File: src/rtl/simple_proc_pkg.sv
// Shared opcode map, execute-function encoding and instruction-width derivation for the ALU pipe.
package simple_proc_pkg;

    localparam logic [7:0] OPC_ADD     = 8'h88;
    localparam logic [7:0] OPC_SUB     = 8'h89;
    localparam logic [7:0] OPC_INC     = 8'h8A;
    localparam logic [7:0] OPC_DEC     = 8'h8B;
    localparam logic [7:0] OPC_AND     = 8'h8C;
    localparam logic [7:0] OPC_OR      = 8'h8D;
    localparam logic [7:0] OPC_XOR     = 8'h8E;
    localparam logic [7:0] OPC_ACC_ADD = 8'h90;
    localparam logic [7:0] OPC_ACC_CLR = 8'h91;

    typedef enum logic [3:0] {
        FN_ADD,
        FN_SUB,
        FN_INC,
        FN_DEC,
        FN_AND,
        FN_OR,
        FN_XOR,
        FN_ACC_ADD,
        FN_ACC_CLR,
        FN_ILLEGAL
    } func_t;

    function automatic int instr_width(input int data_w);
        return 8 + 2 * data_w;
    endfunction

    function automatic func_t decode_opcode(input logic [7:0] opc);
        func_t fn;
        case (opc)
            OPC_ADD:     fn = FN_ADD;
            OPC_SUB:     fn = FN_SUB;
            OPC_INC:     fn = FN_INC;
            OPC_DEC:     fn = FN_DEC;
            OPC_AND:     fn = FN_AND;
            OPC_OR:      fn = FN_OR;
            OPC_XOR:     fn = FN_XOR;
            OPC_ACC_ADD: fn = FN_ACC_ADD;
            OPC_ACC_CLR: fn = FN_ACC_CLR;
            default:     fn = FN_ILLEGAL;
        endcase
        return fn;
    endfunction

endpackage

File: src/rtl/simple_alu_exec.sv
// Combinational execute: one DATA_W+1 bit datapath; the top bit is carry for adds, borrow for subtracts.
// No latency, no handshake; the caller decides when result and acc_next are committed.
module simple_alu_exec
    import simple_proc_pkg::*;
#(
    parameter int DATA_W = 8
) (
    input  func_t              func,
    input  logic [DATA_W-1:0]  a,
    input  logic [DATA_W-1:0]  b,
    input  logic [DATA_W-1:0]  acc,
    output logic [DATA_W-1:0]  result,
    output logic               carry,
    output logic [DATA_W-1:0]  acc_next,
    output logic               illegal
);

    logic [DATA_W:0] wide;

    always_comb begin
        wide     = '0;
        acc_next = acc;
        illegal  = 1'b0;
        case (func)
            FN_ADD:     wide = {1'b0, a} + {1'b0, b};
            FN_SUB:     wide = {1'b0, a} - {1'b0, b};
            FN_INC:     wide = {1'b0, a} + (DATA_W+1)'(1);
            FN_DEC:     wide = {1'b0, a} - (DATA_W+1)'(1);
            FN_AND:     wide = {1'b0, a & b};
            FN_OR:      wide = {1'b0, a | b};
            FN_XOR:     wide = {1'b0, a ^ b};
            FN_ACC_ADD: begin
                wide     = {1'b0, acc} + {1'b0, a};
                acc_next = wide[DATA_W-1:0];
            end
            FN_ACC_CLR: acc_next = '0;
            // Illegal ops leave wide at zero, so result=0 and carry=0 fall out naturally.
            default:    illegal = 1'b1;
        endcase
        result = wide[DATA_W-1:0];
        carry  = wide[DATA_W];
    end

endmodule

File: src/rtl/simple_alu_pipe.sv
// Two-stage decode/execute ALU with accumulator and saturating handoff counter; result 2 edges after acceptance, 1 op/clk.
// Backpressure: a stalled output holds out_*/acc_value; in_ready drops once stage 1 is also full.
module simple_alu_pipe
    import simple_proc_pkg::*;
#(
    parameter  int DATA_W  = 8,
    parameter  int COUNT_W = 16,
    localparam int INSTR_W = instr_width(DATA_W)
) (
    input  logic                clk,
    input  logic                rst_n,
    input  logic                in_valid,
    output logic                in_ready,
    input  logic [INSTR_W-1:0]  in_instr,
    output logic                out_valid,
    input  logic                out_ready,
    output logic [DATA_W-1:0]   out_result,
    output logic                out_carry,
    output logic                out_zero,
    output logic                out_illegal,
    output logic [DATA_W-1:0]   acc_value,
    output logic [COUNT_W-1:0]  op_count
);

    logic               s1_valid;
    func_t              s1_func;
    logic [DATA_W-1:0]  s1_a;
    logic [DATA_W-1:0]  s1_b;
    logic               s2_adv;

    logic [DATA_W-1:0]  ex_result;
    logic               ex_carry;
    logic [DATA_W-1:0]  ex_acc_next;
    logic               ex_illegal;

    assign s2_adv   = s1_valid && (!out_valid || out_ready);
    assign in_ready = !s1_valid || s2_adv;

    always_ff @(posedge clk or negedge rst_n) begin
        if (!rst_n) begin
            s1_valid <= 1'b0;
            s1_func  <= FN_ADD;
            s1_a     <= '0;
            s1_b     <= '0;
        end else if (in_ready) begin
            s1_valid <= in_valid;
            if (in_valid) begin
                s1_func <= decode_opcode(in_instr[INSTR_W-1 -: 8]);
                s1_a    <= in_instr[DATA_W-1:0];
                s1_b    <= in_instr[2*DATA_W-1:DATA_W];
            end
        end
    end

    simple_alu_exec #(
        .DATA_W (DATA_W)
    ) u_exec (
        .func     (s1_func),
        .a        (s1_a),
        .b        (s1_b),
        .acc      (acc_value),
        .result   (ex_result),
        .carry    (ex_carry),
        .acc_next (ex_acc_next),
        .illegal  (ex_illegal)
    );

    // The accumulator commits together with stage 2, so chained ACC ops see each other in order.
    always_ff @(posedge clk or negedge rst_n) begin
        if (!rst_n) begin
            out_valid   <= 1'b0;
            out_result  <= '0;
            out_carry   <= 1'b0;
            out_zero    <= 1'b0;
            out_illegal <= 1'b0;
            acc_value   <= '0;
        end else if (s2_adv) begin
            out_valid   <= 1'b1;
            out_result  <= ex_result;
            out_carry   <= ex_carry;
            out_zero    <= (ex_result == '0);
            out_illegal <= ex_illegal;
            acc_value   <= ex_acc_next;
        end else if (out_ready) begin
            out_valid   <= 1'b0;
        end
    end

    always_ff @(posedge clk or negedge rst_n) begin
        if (!rst_n) begin
            op_count <= '0;
        end else if (out_valid && out_ready && (op_count != {COUNT_W{1'b1}})) begin
            op_count <= op_count + COUNT_W'(1);
        end
    end

endmodule
File: config.mk
export PLATFORM = sky130hd
export DESIGN_NAME = simple_alu_pipe
export DESIGN_NICKNAME = d
export VERILOG_FILES = /design/src/rtl/simple_proc_pkg.sv /design/src/rtl/simple_alu_exec.sv /design/src/rtl/simple_alu_pipe.sv
export SDC_FILE = /design/constraint.sdc
export NUM_CORES = 1
export LEC_CHECK = 0
export ABC_AREA = 1
export CAP_MARGIN = 25
export CORE_ASPECT_RATIO = 1.4
export CORE_MARGIN = 1
export CORE_UTILIZATION = 35
export CTS_CLUSTER_DIAMETER = 120
export DETAILED_ROUTE_END_ITERATION = 10
export MAX_ROUTING_LAYER = met4
export PLACE_DENSITY_LB_ADDON = 0.25
export SYNTH_ARGS = -nofsm -noshare
export SYNTH_HDL_FRONTEND = slang
export SYNTH_SLANG_ARGS = --single-unit
File: constraint.sdc
create_clock -name clk -period 6.31 [get_ports clk]
set_input_delay 0.9465 -clock clk [delete_from_list [all_inputs] [get_ports clk]]
set_output_delay 0.9465 -clock clk [all_outputs]
set_load 0.005 [all_outputs]
; ---- Word level (Yosys, flattened, before mapping)
; Index checks and enable logic that the tools add are counted.
[totals]
regBits = 57
latchBits = 0
mem_bits_rw = 0
mem_bits_ro = 0
out_inout_bits = 37
memories = 0
[classes]
add_sub_neg = 6
mul = 0
n_div = 0
n_lt_le_gt_ge = 0
eq_ne = 18
n_shift = 0
n_mux = 6
n_bitwise = 3
reduce_logical = 14
[ops]
columns = operator, count
row1 = 8-bit equality test (second input constant), 9
row2 = 9-bit one-hot mux with 8 select lines, 1
row3 = 4-bit one-hot mux with 9 select lines, 1
row4 = 8-bit by 8-bit adder with 9-bit output, 2
row5 = 16-bit by 1-bit adder with 16-bit output (second input constant), 1
row6 = 4-bit by 3-bit equality test with 1-bit output (second input constant), 4
row7 = 16-bit inequality test (second input constant), 1
row8 = 8-bit one-hot mux with 2 select lines, 1
row9 = 8-bit by 1-bit adder with 9-bit output (second input constant), 1
row10 = 9-bit OR reduction, 1
row11 = 8-bit by 1-bit subtractor with 9-bit output (second input constant), 1
row12 = 8-bit by 8-bit subtractor with 9-bit output, 1
row13 = 8-bit AND, 1
row14 = 4-bit by 2-bit equality test with 1-bit output (second input constant), 2
row15 = 8-bit logical NOT, 1
row16 = 8-bit bitwise OR, 1
row17 = 8-bit bitwise XOR, 1
row18 = 4-bit by 1-bit equality test with 1-bit output (second input constant), 1
row19 = 4-bit equality test (second input constant), 1
row20 = 4-bit logical NOT, 1
row21 = 2-bit AND reduction, 2
row22 = 2-bit nonzero test, 2
row23 = 1-bit logical AND, 3
row24 = 1-bit 2-to-1 mux, 3
row25 = other kinds (2), 4

; ---- Logic depth before layout (Yosys ltp)
[logic_depth]
word_depth = 5
ltp_mapped = 20

; ---- Hierarchy
; From an unflattened synthesis, not the netlist that was laid out.
[hier_totals]
hier_cells = 638
hier_area_um2 = 4399.2
[by_module_without_submodules]
columns = mod, n_inst, cells_each, area_per_inst_um2
row1 = simple_alu_pipe, 1, 337, 2737.6
row2 = simple_alu_exec, 1, 301, 1661.6

; ---- Least setup slack after synthesis
; OpenSTA, ideal clock, no wires.
[synth_path]
path_kind = register to register
start = reg s1_func[2]
end = reg out_zero
setup_ps = 66
arrival_ps = 2378
slack_ps = 3867
path_stages_with_launch = 17
n_path_buf = 1
period_less_slack_ps = 2443
path_cell_list = dfrtp_1 nor2_1 buf_2 nand2_1 inv_1 o21ai_0 fa_1 or2_2 nand3_1 nand2_1 nor2_1 nand2_1 nor2_1 nand3_1 nor2_1 nand3_1 nand2_1
[synth_via]
elab_chain_len = 3
elab_cells_between_ends = 10
classes_between = eq/ne: 7 / mux: 1 / reduce/logical: 2
[synth_rtl]
columns = element, line_no
row1 = "start, declared", simple_alu_pipe.sv:26  ; func_t s1_func;
row2 = "start signal, assigned", simple_alu_pipe.sv:48  ; s1_func <= decode_opcode(in_instr[INSTR_W-1 -: 8]);
row3 = "4-bit by 3-bit equality test with 1-bit output, or another cell as far along", simple_alu_exec.sv:24  ; case (func)
row4 = 9-bit one-hot mux with 8 select lines (*), simple_alu_exec.sv:24
row5 = 8-bit logical NOT (*), simple_alu_pipe.sv:81  ; out_zero <= (ex_result == '0);
row6 = "end signal, assigned", simple_alu_pipe.sv:81
row7 = "end, declared", simple_alu_pipe.sv:19  ; output logic out_zero,
; Mark *: on every way between the ends. The rest lies on a longest branch, timed or not.
; A chain may end at the register's enable or synchronous reset.

; ---- Worst setup path after layout
[layout_path]
start = reg s1_func[2]
end = reg out_carry
[layout_via]
elab_chain_len = 2
elab_cells_between_ends = 9
classes_between = eq/ne: 7 / mux: 1 / reduce/logical: 1
[layout_rtl]
columns = element, line_no
row1 = "4-bit by 3-bit equality test with 1-bit output, or another cell as far along", simple_alu_exec.sv:24
row2 = 9-bit one-hot mux with 8 select lines (*), simple_alu_exec.sv:24
row3 = "end signal, assigned", simple_alu_pipe.sv:80  ; out_carry <= ex_carry;
row4 = "end, declared", simple_alu_pipe.sv:18  ; output logic out_carry,
; Marks and branches as above.

==> summary.txt <==
CTS
  • Max Buffers Root-to-Sink: 2
  • TritonCTS clock tree: done
  • Cell at the root of the clock tree: sky130_fd_sc_hd__clkbuf_16
  • Clock slew seen by the registers of the worst setup and hold paths: ~0.050 ns
  • Post-CTS setup buffers: 0
  • Source-to-sink clock delay at the later pin of the worst-skew pair: 0.33 ns
  • Num CTS Buffers: 9
  • Number of buffers added to fix hold violations after cts: 0
  • Sink count of the clock tree: 57
  • Clock H-tree levels: 3
  • Post-cts gate resize count: 0

Floorplanning
  • Die extent in x: 91.89 microns
  • DIE AREA: 11750 sq um
  • Core Region: about 11000 sq um
  • Number of primary I/O pins: 65
  • Cell Rows: 45
  • Die Ht: 127.8 microns
  • Initial Util: 36.24%

Power
  • Total power divided by cell area: roughly 320 nW/um^2
  • Leakage: between 2 and 3 nW
  • Worst vdd ir: around 0.17 mV

Worst setup path
  • Library cell contributing the largest single delay on the critical path: sky130_fd_sc_hd__nor2_1
  • Arrival time of data at the critical path endpoint: 3.41 ns
  • Sequence of cells on the critical path: nor2_1 > inv_1 > nor2_1 > o21ai_0 > nand2_1 > ha_1 > a21oi_1 > o21ai_0 > a21oi_1 > o21bai_1 > nand3_1 > nand2_1 > nand2_1 > nand2_1
  • Delay of the slowest cell on the worst path: 0.60 ns
  • Launching element type of the critical path: flop
  • Data required, critical path: around 6.6 ns
  • Setup crit end kind: flop
  • Largest fanout on the critical path: 12
  • Cell occurring most often along the worst timing path: sky130_fd_sc_hd__nand2_1
  • Category of the critical setup timing path: reg2reg

Synth
  • Post-Synth Adder-Cell Area: a little under an eighth
  • Proportion of register bits with asynchronous set or reset after synthesis: 100.0%
  • Most used flip-flop cell after synthesis: sky130_fd_sc_hd__dfrtp_1
  • YS warnings: 0
  • Xor/xnor share of the synthesized area: under 10%
  • Post-synthesis compound-gate area fraction: between 10% and 20%
  • Multiplexer fraction of the synthesized cell area: 0%
  • Synthesized area per cell: 7.469 sq um
  • Library cell with the largest summed area after synthesis: sky130_fd_sc_hd__dfrtp_1
  • Number of synthesized flops with an enable pin: 0
  • Area fraction in and, or, nand and nor cells after synthesis: between 20 and 30%
  • Cell types occupying the most area after synthesis: sky130_fd_sc_hd__dfrtp_1 (36%), sky130_fd_sc_hd__nand2_1 (13%), sky130_fd_sc_hd__ha_1 (11%)
  • Combinational family with the most area after synthesis: simple AND/OR/NAND/NOR gates
  • Cell count after synthesis: 530
  • Synthesized area: between 3000 and 4000 sq um
  • Fraction of synthesized cell area taken by the top area cell type: 36.03%
  • Net count after synthesis: ~590
  • Synth unique cells: 36
  • Sequential cell area fraction in the yosys report: a little over a third
  • Register bit total from synthesis: between 50 and 60

Layout
  • Most common cell after layout, fill and taps aside: sky130_fd_sc_hd__nand2_1
  • Layout Nets: between 600 and 700
  • Most used cells in the layout excluding fill and tap cells: sky130_fd_sc_hd__nand2_1 (140), sky130_fd_sc_hd__clkdlybuf4s50_1 (63), sky130_fd_sc_hd__inv_1 (62)
  • Area growth syn-to-layout: 27.24%
  • Layout cells sized above 1: 4.493%
  • Final instance area: roughly 5000 sq um
  • Antenna Cells: 0
  • Finished Layout Cells: between 700 and 800
  • Utilization after layout: between 40% and 50%

STA
  • Worst Setup Slack, final: roughly 3.2 ns
  • Number of max-slew violations in the final report: 0
  • Final hold violation count: 0
  • Sum Neg Setup Slack: 0 ns
  • Maximum achievable frequency: between 300 and 400 MHz
  • Final Critical Period: around 3.1 ns
  • Setup repair after global routing missed its margin: false
  • Worst relative slew slack: about 36%
  • Final critical-path share of the clock period: around half
  • Transition time of the tightest slew-check pin: 0.9628 ns
  • Layout Skew: 0.005551 ns
  • Setup violations, final: 0

Global route
  • Number of global-route vias before repair: around 3700
  • Global-route wire length before repair: roughly 17000 microns
  • Final global-route overflow total: 0
  • Gr usage total: between 10% and 20%
  • Antenna violations before repair: 0
  • Largest net degree at the start of global routing: between 50 and 60

Placed design
  • Detailed placer's ending HPWL: 7880 microns
  • Final weighted congestion in routability-driven placement: between 0.8 and 0.9
  • Pre-CTS setup slack: approximately 3.3 ns
  • Post-placement cell area: between 4000 and 5000 sq um
  • Buffers on Ports: 64
  • # placed instances: between 700 and 800

Routing
  • Total length of routed wires: a little over 10000 microns
  • DRC: 0
  • Wire length per cell: 13.74 microns
  • Initial DRC count: 167
  • Vias post-DR: about 3700
  • Detail-routed via count per cell: around 5.0
  • First-pass detailed-route iteration total: 4
  • Antenna viol nets, final: 0

Flow run
  • Number of maximum-capacitance constraint violations: 0

Hold path
  • Path category of the worst min-delay check: reg2reg

Outcome
  • Run status: finished, final reports clean
-- layout make-up --
type	count	area, sq um
well taps	141	176.4
clock buffers	12	246.5
flip-flops and latches	57	1426
repair buffers	65	643.1
fillers	1130	5886
inverters	64	240.2
multi-input cells	400	2240
clock inverters	3	65.06
-- worst paths after layout --
check	to	depth (start not counted)	slack (ns)	from
setup / recovery	out_carry	14	3.17	s1_func[2]
hold / removal	out_result[5]	2	0.49	out_result[5]
setup reg to reg	out_carry	14	3.17	s1_func[2]
hold reg to reg	out_result[5]	2	0.49	out_result[5]
max in group asynchronous	s1_a[1]	2	5.07	rst_n
min in group asynchronous	s1_b[7]	2	0.76	rst_n
-- metal layers --
layer / GRT usage (%) / part of all wire (%) / vias to the layer above
li1: - / - / 1868
met1: 21.73 / 43 / 1733
met5: - / 0 / -
met4: 7.537 / 2.4 / 0
met3: 3.915 / 3.5 / 19
met2: 32.70 / 51 / 74
-- cell usage after synthesis, drive strengths merged, types with 4 or more instances --
master    n
nand4     7
inv      64
nand2   142
o22ai     7
ha       34
xor2     16
o21ai    40
nand3    46
buf       6
nor2     54
xnor2     4
nor3     10
a21oi    15
nand3b    8
dfrtp    57
-- logic make-up after synthesis --
logic type               Yosys count
AND/OR/NAND/NOR                  272
buffers and inverters             73
AO/OA/AOI/OAI                     72
flip-flops                        57
adder cells (fa/ha/maj)           36
XOR/XNOR                          20
-- registers in the layout, summed over array words and instances (netlist names) --
name and cells:
acc_value 8, s1_b 8, op_count 16, out_valid 1
s1_func 4, out_zero 1, s1_valid 1, out_result 8
out_illegal 1, out_carry 1, s1_a 8
-- power breakdown --
part | internal, mW | total, mW | switching [mW]
Combinational | 0.278 | 0.587 | 0.309
Sequential | 0.443 | 0.525 | 0.0813
Clock | 0.353 | 0.516 | 0.163
Total | 1.07 | 1.63 | 0.553
-- per-stage QoR --
| stage | hold WS [ns] | power, mW |
|---|---|---|
| finish | 0.4889 | 1.627 |
| global route | 0.5070 | 1.743 |
| global placement | 0.4679 | 1.101 |
| CTS | 0.4898 | 1.642 |
| detailed placement | 0.4747 | 1.117 |
| floorplan | 0.4575 | 0.8635 |
-- worst max-delay path, delay by kind of cell, from the launching register on --
family / cells / cell delay [ns]
buffers and inverters: 1 / 0.08
AOI/OAI and AO/OA: 5 / 0.86
DFF: 1 / 0.41
adders and majority gates: 1 / 0.29
and+or+nand+nor: 7 / 1.42
Power figures use the tool's default switching activity.
